===== config.mk =====
export PLATFORM = sky130hd
export DESIGN_NAME = dm_port_arbiter_flat
export DESIGN_NICKNAME = d
export VERILOG_FILES = /design/src/rtl/dm_port_arbiter_if.sv /design/src/rtl/dm_port_arbiter.sv /design/src/flat_wrapper.sv
export SDC_FILE = /design/constraint.sdc
export NUM_CORES = 1
export LEC_CHECK = 0
export BUFFER_PORTS_ARGS = -buffer_cell sky130_fd_sc_hd__buf_2
export CAP_MARGIN = 30
export CORE_MARGIN = 2
export CORE_UTILIZATION = 52
export DETAILED_ROUTE_END_ITERATION = 8
export PLACE_DENSITY = 0.85
export SETUP_SLACK_MARGIN = 0.1
export SYNTH_ARGS = -nofsm -noshare
export SYNTH_HDL_FRONTEND = slang
export SYNTH_SLANG_ARGS = --single-unit

===== constraint.sdc =====
create_clock -name clk -period 3.3 [get_ports clk]
set_input_delay 0.165 -clock clk [delete_from_list [all_inputs] [get_ports clk]]
set_output_delay 0.165 -clock clk [all_outputs]
set_load 0.01 [all_outputs]

===== src/rtl/dm_port_arbiter_if.sv =====
// dm_port_arbiter_if: CPU/DMA request ports, memory command port and
// pipeline enable for the shared data-memory arbiter.
// slave  : arbiter side (accepts requests, issues memory commands).
// master : environment side (requesters and memory).
interface dm_port_arbiter_if #(
    parameter int AW = 7
);
    logic          cpu_req;
    logic          cpu_we;
    logic [AW-1:0] cpu_addr;
    logic [31:0]   cpu_wdata;
    logic          cpu_done;
    logic [31:0]   cpu_rdata;
    logic          en;

    logic          dma_req;
    logic          dma_we;
    logic [AW-1:0] dma_addr;
    logic [31:0]   dma_wdata;
    logic          dma_done;
    logic [31:0]   dma_rdata;

    logic          mem_req;
    logic          mem_we;
    logic [AW-1:0] mem_addr;
    logic [31:0]   mem_wdata;
    logic          mem_ready;
    logic [31:0]   mem_rdata;
    logic          err;

    modport slave (
        input  cpu_req, cpu_we, cpu_addr, cpu_wdata,
        output cpu_done, cpu_rdata, en,
        input  dma_req, dma_we, dma_addr, dma_wdata,
        output dma_done, dma_rdata,
        output mem_req, mem_we, mem_addr, mem_wdata, err,
        input  mem_ready, mem_rdata
    );

    modport master (
        output cpu_req, cpu_we, cpu_addr, cpu_wdata,
        input  cpu_done, cpu_rdata, en,
        output dma_req, dma_we, dma_addr, dma_wdata,
        input  dma_done, dma_rdata,
        input  mem_req, mem_we, mem_addr, mem_wdata, err,
        output mem_ready, mem_rdata
    );
endinterface


===== src/rtl/dm_port_arbiter.sv =====
// dm_port_arbiter: round-robin arbiter between the MEM-stage CPU port and a
// DMA/loader port for the shared data memory. One access in flight at a time;
// the CPU pipeline is stalled (en=0) while its access is pending.
// Optional feature: define DMARB_TIMEOUT_EN to abort accesses that see no
// mem_ready within TIMEOUT cycles (done pulses with err=1, rdata=0).
module dm_port_arbiter #(
    parameter int AW      = 7,
    parameter int TIMEOUT = 16
) (
    input logic              clk,
    input logic              rst,
    dm_port_arbiter_if.slave bus
);
    typedef enum logic [1:0] {IDLE = 2'd0, CPU_ACC = 2'd1, DMA_ACC = 2'd2} state_t;

    state_t        state_q, state_d;
    logic          last_dma_q, last_dma_d;   // 1: DMA was granted last
    logic          mem_req_q, mem_req_d;
    logic          mem_we_q, mem_we_d;
    logic [AW-1:0] mem_addr_q, mem_addr_d;
    logic [31:0]   mem_wdata_q, mem_wdata_d;
    logic          cpu_done_q, cpu_done_d;
    logic          dma_done_q, dma_done_d;
    logic          err_q, err_d;
    logic [31:0]   cpu_rdata_q, cpu_rdata_d;
    logic [31:0]   dma_rdata_q, dma_rdata_d;

    logic          cpu_elig, dma_elig, gnt_cpu, gnt_dma, expire;
    logic [31:0]   acc_rdata;

    // A requester whose done is showing still has its req high this cycle;
    // it must not be re-granted on the strength of that stale level.
    assign cpu_elig  = bus.cpu_req & ~cpu_done_q;
    assign dma_elig  = bus.dma_req & ~dma_done_q;
    assign gnt_cpu   = cpu_elig & (~dma_elig | last_dma_q);
    assign gnt_dma   = dma_elig & ~gnt_cpu;
    assign acc_rdata = mem_we_q ? 32'd0 : bus.mem_rdata;

`ifdef DMARB_TIMEOUT_EN
    localparam int CW = $clog2(TIMEOUT + 1);
    logic [CW-1:0] cnt_q, cnt_d;

    // Expiry is the edge at which the wait count would reach TIMEOUT-1.
    assign expire = ~bus.mem_ready && (cnt_q == CW'(TIMEOUT - 2));

    // Wait-cycle counter register.
    always_ff @(posedge clk or negedge rst) begin
        if (!rst) cnt_q <= '0;
        else      cnt_q <= cnt_d;
    end
`else
    assign expire = 1'b0;
`endif

    // Next-state: arbitration in IDLE, completion/abort in the access states.
    always_comb begin
        state_d     = state_q;
        last_dma_d  = last_dma_q;
        mem_req_d   = mem_req_q;
        mem_we_d    = mem_we_q;
        mem_addr_d  = mem_addr_q;
        mem_wdata_d = mem_wdata_q;
        cpu_done_d  = 1'b0;
        dma_done_d  = 1'b0;
        err_d       = 1'b0;
        cpu_rdata_d = cpu_rdata_q;
        dma_rdata_d = dma_rdata_q;
`ifdef DMARB_TIMEOUT_EN
        cnt_d       = cnt_q;
`endif
        case (state_q)
            IDLE: begin
                if (gnt_cpu) begin
                    state_d     = CPU_ACC;
                    last_dma_d  = 1'b0;
                    mem_req_d   = 1'b1;
                    mem_we_d    = bus.cpu_we;
                    mem_addr_d  = bus.cpu_addr;
                    mem_wdata_d = bus.cpu_wdata;
                end else if (gnt_dma) begin
                    state_d     = DMA_ACC;
                    last_dma_d  = 1'b1;
                    mem_req_d   = 1'b1;
                    mem_we_d    = bus.dma_we;
                    mem_addr_d  = bus.dma_addr;
                    mem_wdata_d = bus.dma_wdata;
                end
`ifdef DMARB_TIMEOUT_EN
                cnt_d = '0;
`endif
            end
            CPU_ACC, DMA_ACC: begin
                // mem_ready wins over a coincident expiry.
                if (bus.mem_ready || expire) begin
                    state_d   = IDLE;
                    mem_req_d = 1'b0;
                    err_d     = ~bus.mem_ready;
                    if (state_q == CPU_ACC) begin
                        cpu_done_d  = 1'b1;
                        cpu_rdata_d = bus.mem_ready ? acc_rdata : 32'd0;
                    end else begin
                        dma_done_d  = 1'b1;
                        dma_rdata_d = bus.mem_ready ? acc_rdata : 32'd0;
                    end
                end
`ifdef DMARB_TIMEOUT_EN
                if (!bus.mem_ready) cnt_d = cnt_q + CW'(1);
`endif
            end
            default: state_d = IDLE;
        endcase
    end

    // State and registered outputs; reset abandons any in-flight access.
    always_ff @(posedge clk or negedge rst) begin
        if (!rst) begin
            state_q     <= IDLE;
            last_dma_q  <= 1'b1;
            mem_req_q   <= 1'b0;
            mem_we_q    <= 1'b0;
            mem_addr_q  <= '0;
            mem_wdata_q <= '0;
            cpu_done_q  <= 1'b0;
            dma_done_q  <= 1'b0;
            err_q       <= 1'b0;
            cpu_rdata_q <= '0;
            dma_rdata_q <= '0;
        end else begin
            state_q     <= state_d;
            last_dma_q  <= last_dma_d;
            mem_req_q   <= mem_req_d;
            mem_we_q    <= mem_we_d;
            mem_addr_q  <= mem_addr_d;
            mem_wdata_q <= mem_wdata_d;
            cpu_done_q  <= cpu_done_d;
            dma_done_q  <= dma_done_d;
            err_q       <= err_d;
            cpu_rdata_q <= cpu_rdata_d;
            dma_rdata_q <= dma_rdata_d;
        end
    end

    assign bus.mem_req   = mem_req_q;
    assign bus.mem_we    = mem_we_q;
    assign bus.mem_addr  = mem_addr_q;
    assign bus.mem_wdata = mem_wdata_q;
    assign bus.cpu_done  = cpu_done_q;
    assign bus.cpu_rdata = cpu_rdata_q;
    assign bus.dma_done  = dma_done_q;
    assign bus.dma_rdata = dma_rdata_q;
    assign bus.err       = err_q;
    // Pipeline runs unless a CPU access is pending; released on cpu_done.
    assign bus.en        = ~bus.cpu_req | cpu_done_q;
endmodule


===== src/flat_wrapper.sv =====
// flat-port wrapper written by rule: the top's interface ports become plain ports
module dm_port_arbiter_flat 
#(
    parameter int AW      = 7,
    parameter int TIMEOUT = 16
)
  (clk, rst, bus_cpu_req, bus_cpu_we, bus_cpu_addr, bus_cpu_wdata, bus_cpu_done, bus_cpu_rdata, bus_en, bus_dma_req, bus_dma_we, bus_dma_addr, bus_dma_wdata, bus_dma_done, bus_dma_rdata, bus_mem_req, bus_mem_we, bus_mem_addr, bus_mem_wdata, bus_err, bus_mem_ready, bus_mem_rdata);
  dm_port_arbiter_if #(.AW(AW)) bus_i ();
  input logic clk;
  input logic rst;
  input wire logic [$bits(bus_i.cpu_req)-1:0] bus_cpu_req;
  input wire logic [$bits(bus_i.cpu_we)-1:0] bus_cpu_we;
  input wire logic [$bits(bus_i.cpu_addr)-1:0] bus_cpu_addr;
  input wire logic [$bits(bus_i.cpu_wdata)-1:0] bus_cpu_wdata;
  output wire logic [$bits(bus_i.cpu_done)-1:0] bus_cpu_done;
  output wire logic [$bits(bus_i.cpu_rdata)-1:0] bus_cpu_rdata;
  output wire logic [$bits(bus_i.en)-1:0] bus_en;
  input wire logic [$bits(bus_i.dma_req)-1:0] bus_dma_req;
  input wire logic [$bits(bus_i.dma_we)-1:0] bus_dma_we;
  input wire logic [$bits(bus_i.dma_addr)-1:0] bus_dma_addr;
  input wire logic [$bits(bus_i.dma_wdata)-1:0] bus_dma_wdata;
  output wire logic [$bits(bus_i.dma_done)-1:0] bus_dma_done;
  output wire logic [$bits(bus_i.dma_rdata)-1:0] bus_dma_rdata;
  output wire logic [$bits(bus_i.mem_req)-1:0] bus_mem_req;
  output wire logic [$bits(bus_i.mem_we)-1:0] bus_mem_we;
  output wire logic [$bits(bus_i.mem_addr)-1:0] bus_mem_addr;
  output wire logic [$bits(bus_i.mem_wdata)-1:0] bus_mem_wdata;
  output wire logic [$bits(bus_i.err)-1:0] bus_err;
  input wire logic [$bits(bus_i.mem_ready)-1:0] bus_mem_ready;
  input wire logic [$bits(bus_i.mem_rdata)-1:0] bus_mem_rdata;
  assign bus_i.cpu_req = bus_cpu_req;
  assign bus_i.cpu_we = bus_cpu_we;
  assign bus_i.cpu_addr = bus_cpu_addr;
  assign bus_i.cpu_wdata = bus_cpu_wdata;
  assign bus_cpu_done = bus_i.cpu_done;
  assign bus_cpu_rdata = bus_i.cpu_rdata;
  assign bus_en = bus_i.en;
  assign bus_i.dma_req = bus_dma_req;
  assign bus_i.dma_we = bus_dma_we;
  assign bus_i.dma_addr = bus_dma_addr;
  assign bus_i.dma_wdata = bus_dma_wdata;
  assign bus_dma_done = bus_i.dma_done;
  assign bus_dma_rdata = bus_i.dma_rdata;
  assign bus_mem_req = bus_i.mem_req;
  assign bus_mem_we = bus_i.mem_we;
  assign bus_mem_addr = bus_i.mem_addr;
  assign bus_mem_wdata = bus_i.mem_wdata;
  assign bus_err = bus_i.err;
  assign bus_i.mem_ready = bus_mem_ready;
  assign bus_i.mem_rdata = bus_mem_rdata;
  dm_port_arbiter #(.AW(AW), .TIMEOUT(TIMEOUT)) u_core (.clk(clk), .rst(rst), .bus(bus_i));
endmodule

==> summary.md <==
| Metric | Value |
|---|---|
| Status | `finished, final reports clean` |
| Most frequent cells in the layout | `buf_2, dfrtp_1, nand2_1` |
| Crit-path cells | `buf_4 -> nor2b_4 -> inv_2 -> buf_12 -> buf_2` |
| Most common cell after layout, fill and taps aside | `buf_2` |
| Combinational share of power | `between 40% and 50%` |
| Max-slew headroom | `49.6%` |
| Initial Utilization | `a little over half` |
| Root Driver | `clkbuf_8` |
| Via Count | `roughly 5000` |
| EDFF count, synth | `0` |
| CORE AREA | `slightly above 10000 um^2` |
| Placed cell areas | `6720 um^2` |
| Peak supply drop | `467 uV` |
| Slew Limit Fails | `0` |
| Number of I/O pins | `approximately 230` |
| Power per cell area | `just under 900 nW/um^2` |
| Total Power | `6070 uW` |
| Antenna violations before repair | `0` |
| Die height | `between 100 and 150 um` |
| CP max FO | `46` |
| ANT cells | `0` |
| Die Span X | `107 um` |
| TritonCTS clock tree | `done` |
| Die area | `about 11000 um^2` |
| Hold WS | `roughly 0.043 ns` |
| Pint | `3510 uW` |
| Least-Margin Pin Slew | `roughly 0.75 ns` |
| Slowest stage cell, crit path | `inv_2` |
| RSZ-0062 raised after global routing | `false` |
| Sw Ratio | `between 40 and 50%` |
| Setup TNS | `0 ns` |
| Clock skew | `0.0120 ns` |
| Crit. End Element | `output port` |
| Asr flop ratio synth | `100%` |
| Largest net degree at the start of global routing | `66` |
| Kind of critical path | `flip-flop to output port` |
| Global-route wire length before repair | `23.6 mm` |
| Flops & latches, synth | `110` |
| Flop pwr share | `a little under two fifths` |
| Total CTS buffers | `9` |
| Syn avg cell area | `approximately 10 um^2` |
| DRC violations left | `0` |
| Share of cells above drive strength 1 | `about two fifths` |
| CTS Buffer Depth | `2` |
| Final layout net count | `between 800 and 900` |
| Max Fclk | `421 MHz` |
| Leakage power figure | `about 0.0036 uW` |
| Post-Route WL | `about 15 mm` |
| Clk_lat worst skew | `around 0.37 ns` |
| Drt pass-1 iters | `5` |
| PostCTS Resize Cnt | `0` |
| CP required | `approximately 3.1 ns` |
| Synth Instances | `around 560` |
| Routability cong. | `about 0.80` |
| IO Port Bufs | `between 200 and 250` |
| Synth Flop Type | `dfrtp_1` |
| WL per Instance | `around 16 um` |
| Worst EP arrival | `2.21 ns` |
| Non-Filler Instances | `~890` |
| Antenna Nets Post-Route | `0` |
| Seq/Total Area, Yosys | `between 40% and 50%` |
| Netlist Area Pre-Place | `5510 um^2` |
| CP peak stage delay | `0.57 ns` |
| CP top delay family | `buffers and inverters` |
| CTS sink cnt | `110` |
| Min cycle time layout | `about 2.4 ns` |
| Final Instance Area | `a little under 7000 um^2` |
| Post-DP HPWL | `around 11 mm` |
| Max_cap viols | `0` |
| Rows | `37` |
| Vias in the first global route | `~4800` |
| Synth cell types | `31` |
| DRT iter0 DRCs | `around 420` |
| CTS H-tree lvls | `3` |
| Routed vias/inst | `around 5.6` |
| Worst path bufs/invs | `4` |
| Tightest Hold Check Type | `primary input to flip-flop` |
| Tot GR Track Use | `25.8%` |
| Setup violators final | `0` |
| Area growth from synthesis to layout | `25.8%` |
| Remaining Overflow, GRT | `0` |
| Net count after synthesis | `677` |
| Worst setup SP type | `flip-flop` |
| Clock Power Share | `about 14%` |
| Hold Fails Final Rpt | `0` |
| P_sw | `around 2600 uW` |
| Share of the clock period used by the worst path | `between 70 and 80%` |
| Synth Warn # | `0` |
| Placed cells | `872` |
| Worst-path clk slew | `about 0.11 ns` |
-- worst min-delay path: cells and delay by family --
| family | cells | cell delay (ns) |
|---|---|---|
| compound gates | 2 | 0.12 |
| buf+inv | 1 | 0.09 |
-- synthesized netlist by cell type, types with 2 or more instances --
library cell	number	area [um^2]
clkbuf_1	34	128
ha_1	3	37.5
nand2_1	96	360
o21ai_0	69	345
inv_1	46	173
buf_2	10	50.1
dfrtp_1	109	2730
a22oi_1	41	308
and3b_1	40	350
a221oi_2	40	601
buf_6	5	56.3
nor2b_1	2	12.5
buf_1	7	26.3
inv_2	2	7.51
o21ai_1	37	185
-- area by class of cell --
class,count,area (um^2)
fill,809,3390
sequential,110,2750
multi-input combinational,342,2330
inverter,48,180
clock buffer,11,141
timing repair buffer,237,1300
clock inverter,5,57.6
tap,136,170
-- stage by stage --
step / util (%) / setup WS, ns
after CTS: 67.2 / 0.894
after floorplan: - / 1.70
after global routing: 67.2 / 0.742
after detailed placement: 65.1 / 1.20
after global placement: 64.3 / 1.26
final: 67.2 / 0.926
-- worst paths after layout --
kind,start,end,slack (ns),cells after the start
setup / recovery,u_core.bus.cpu_done,bus_en,0.93,5
hold reg to reg,u_core.bus.cpu_rdata[7],u_core.bus.cpu_rdata[7],0.49,2
max in group asynchronous,rst,u_core.bus.mem_wdata[7],2.04,4
hold / removal,bus_dma_wdata[10],u_core.bus.mem_wdata[10],0.04,3
min in group asynchronous,rst,u_core.bus.cpu_rdata[8],0.30,2
setup reg to reg,u_core.bus.cpu_done,u_core.bus.mem_wdata[16],1.22,6
-- registers in the layout, summed over array words and instances (netlist names) --
register,count
u_core.bus.mem_addr,7
u_core.bus.mem_req,1
u_core.bus.cpu_done,1
u_core.last_dma_q,1
u_core.bus.mem_wdata,32
u_core.bus.dma_rdata,32
u_core.bus.dma_done,1
u_core.bus.mem_we,1
u_core.state_q,2
u_core.bus.cpu_rdata,32
-- metal layers --
layer / share of wire (%) / up-vias / track usage (%)
met5: 0 / - / 0
met4: 2.6 / 0 / 10.3
met3: 7.3 / 35 / 4.92
met2: 49 / 241 / 43.0
met1: 41 / 2400 / 33.4
li1: - / 2338 / -
-- cells by family (layout without fill, tap and decap cells) --
family	Yosys count	in the layout	share of synthesized area [%]
and+or+nand+nor	146	146	14.3
buffers and inverters	105	301	8.13
DFF	110	110	50.0
adders and majority gates	3	3	0.681
AOI/OAI and AO/OA	192	192	26.8
other	1	1	0.0681
-- timing repair --
item | 4_1_cts | 5_1_grt
setup endpoints to repair | 0 | 0
endpoints found under the hold margin | 35 | 0
hold buffers | 1 | 0
setup buffers | 0 | 0
-- power by group through the flow --
stage | clock network (uW) | registers (uW) | logic (uW)
after floorplan | 0 | 2560 | 1590
after global placement | 0 | 2290 | 2800
after detailed placement | 0 | 2310 | 2980
after CTS | 843 | 2290 | 2970
after global routing | 902 | 2360 | 3270
final | 823 | 2290 | 2960
Power figures use the tool's default switching activity.
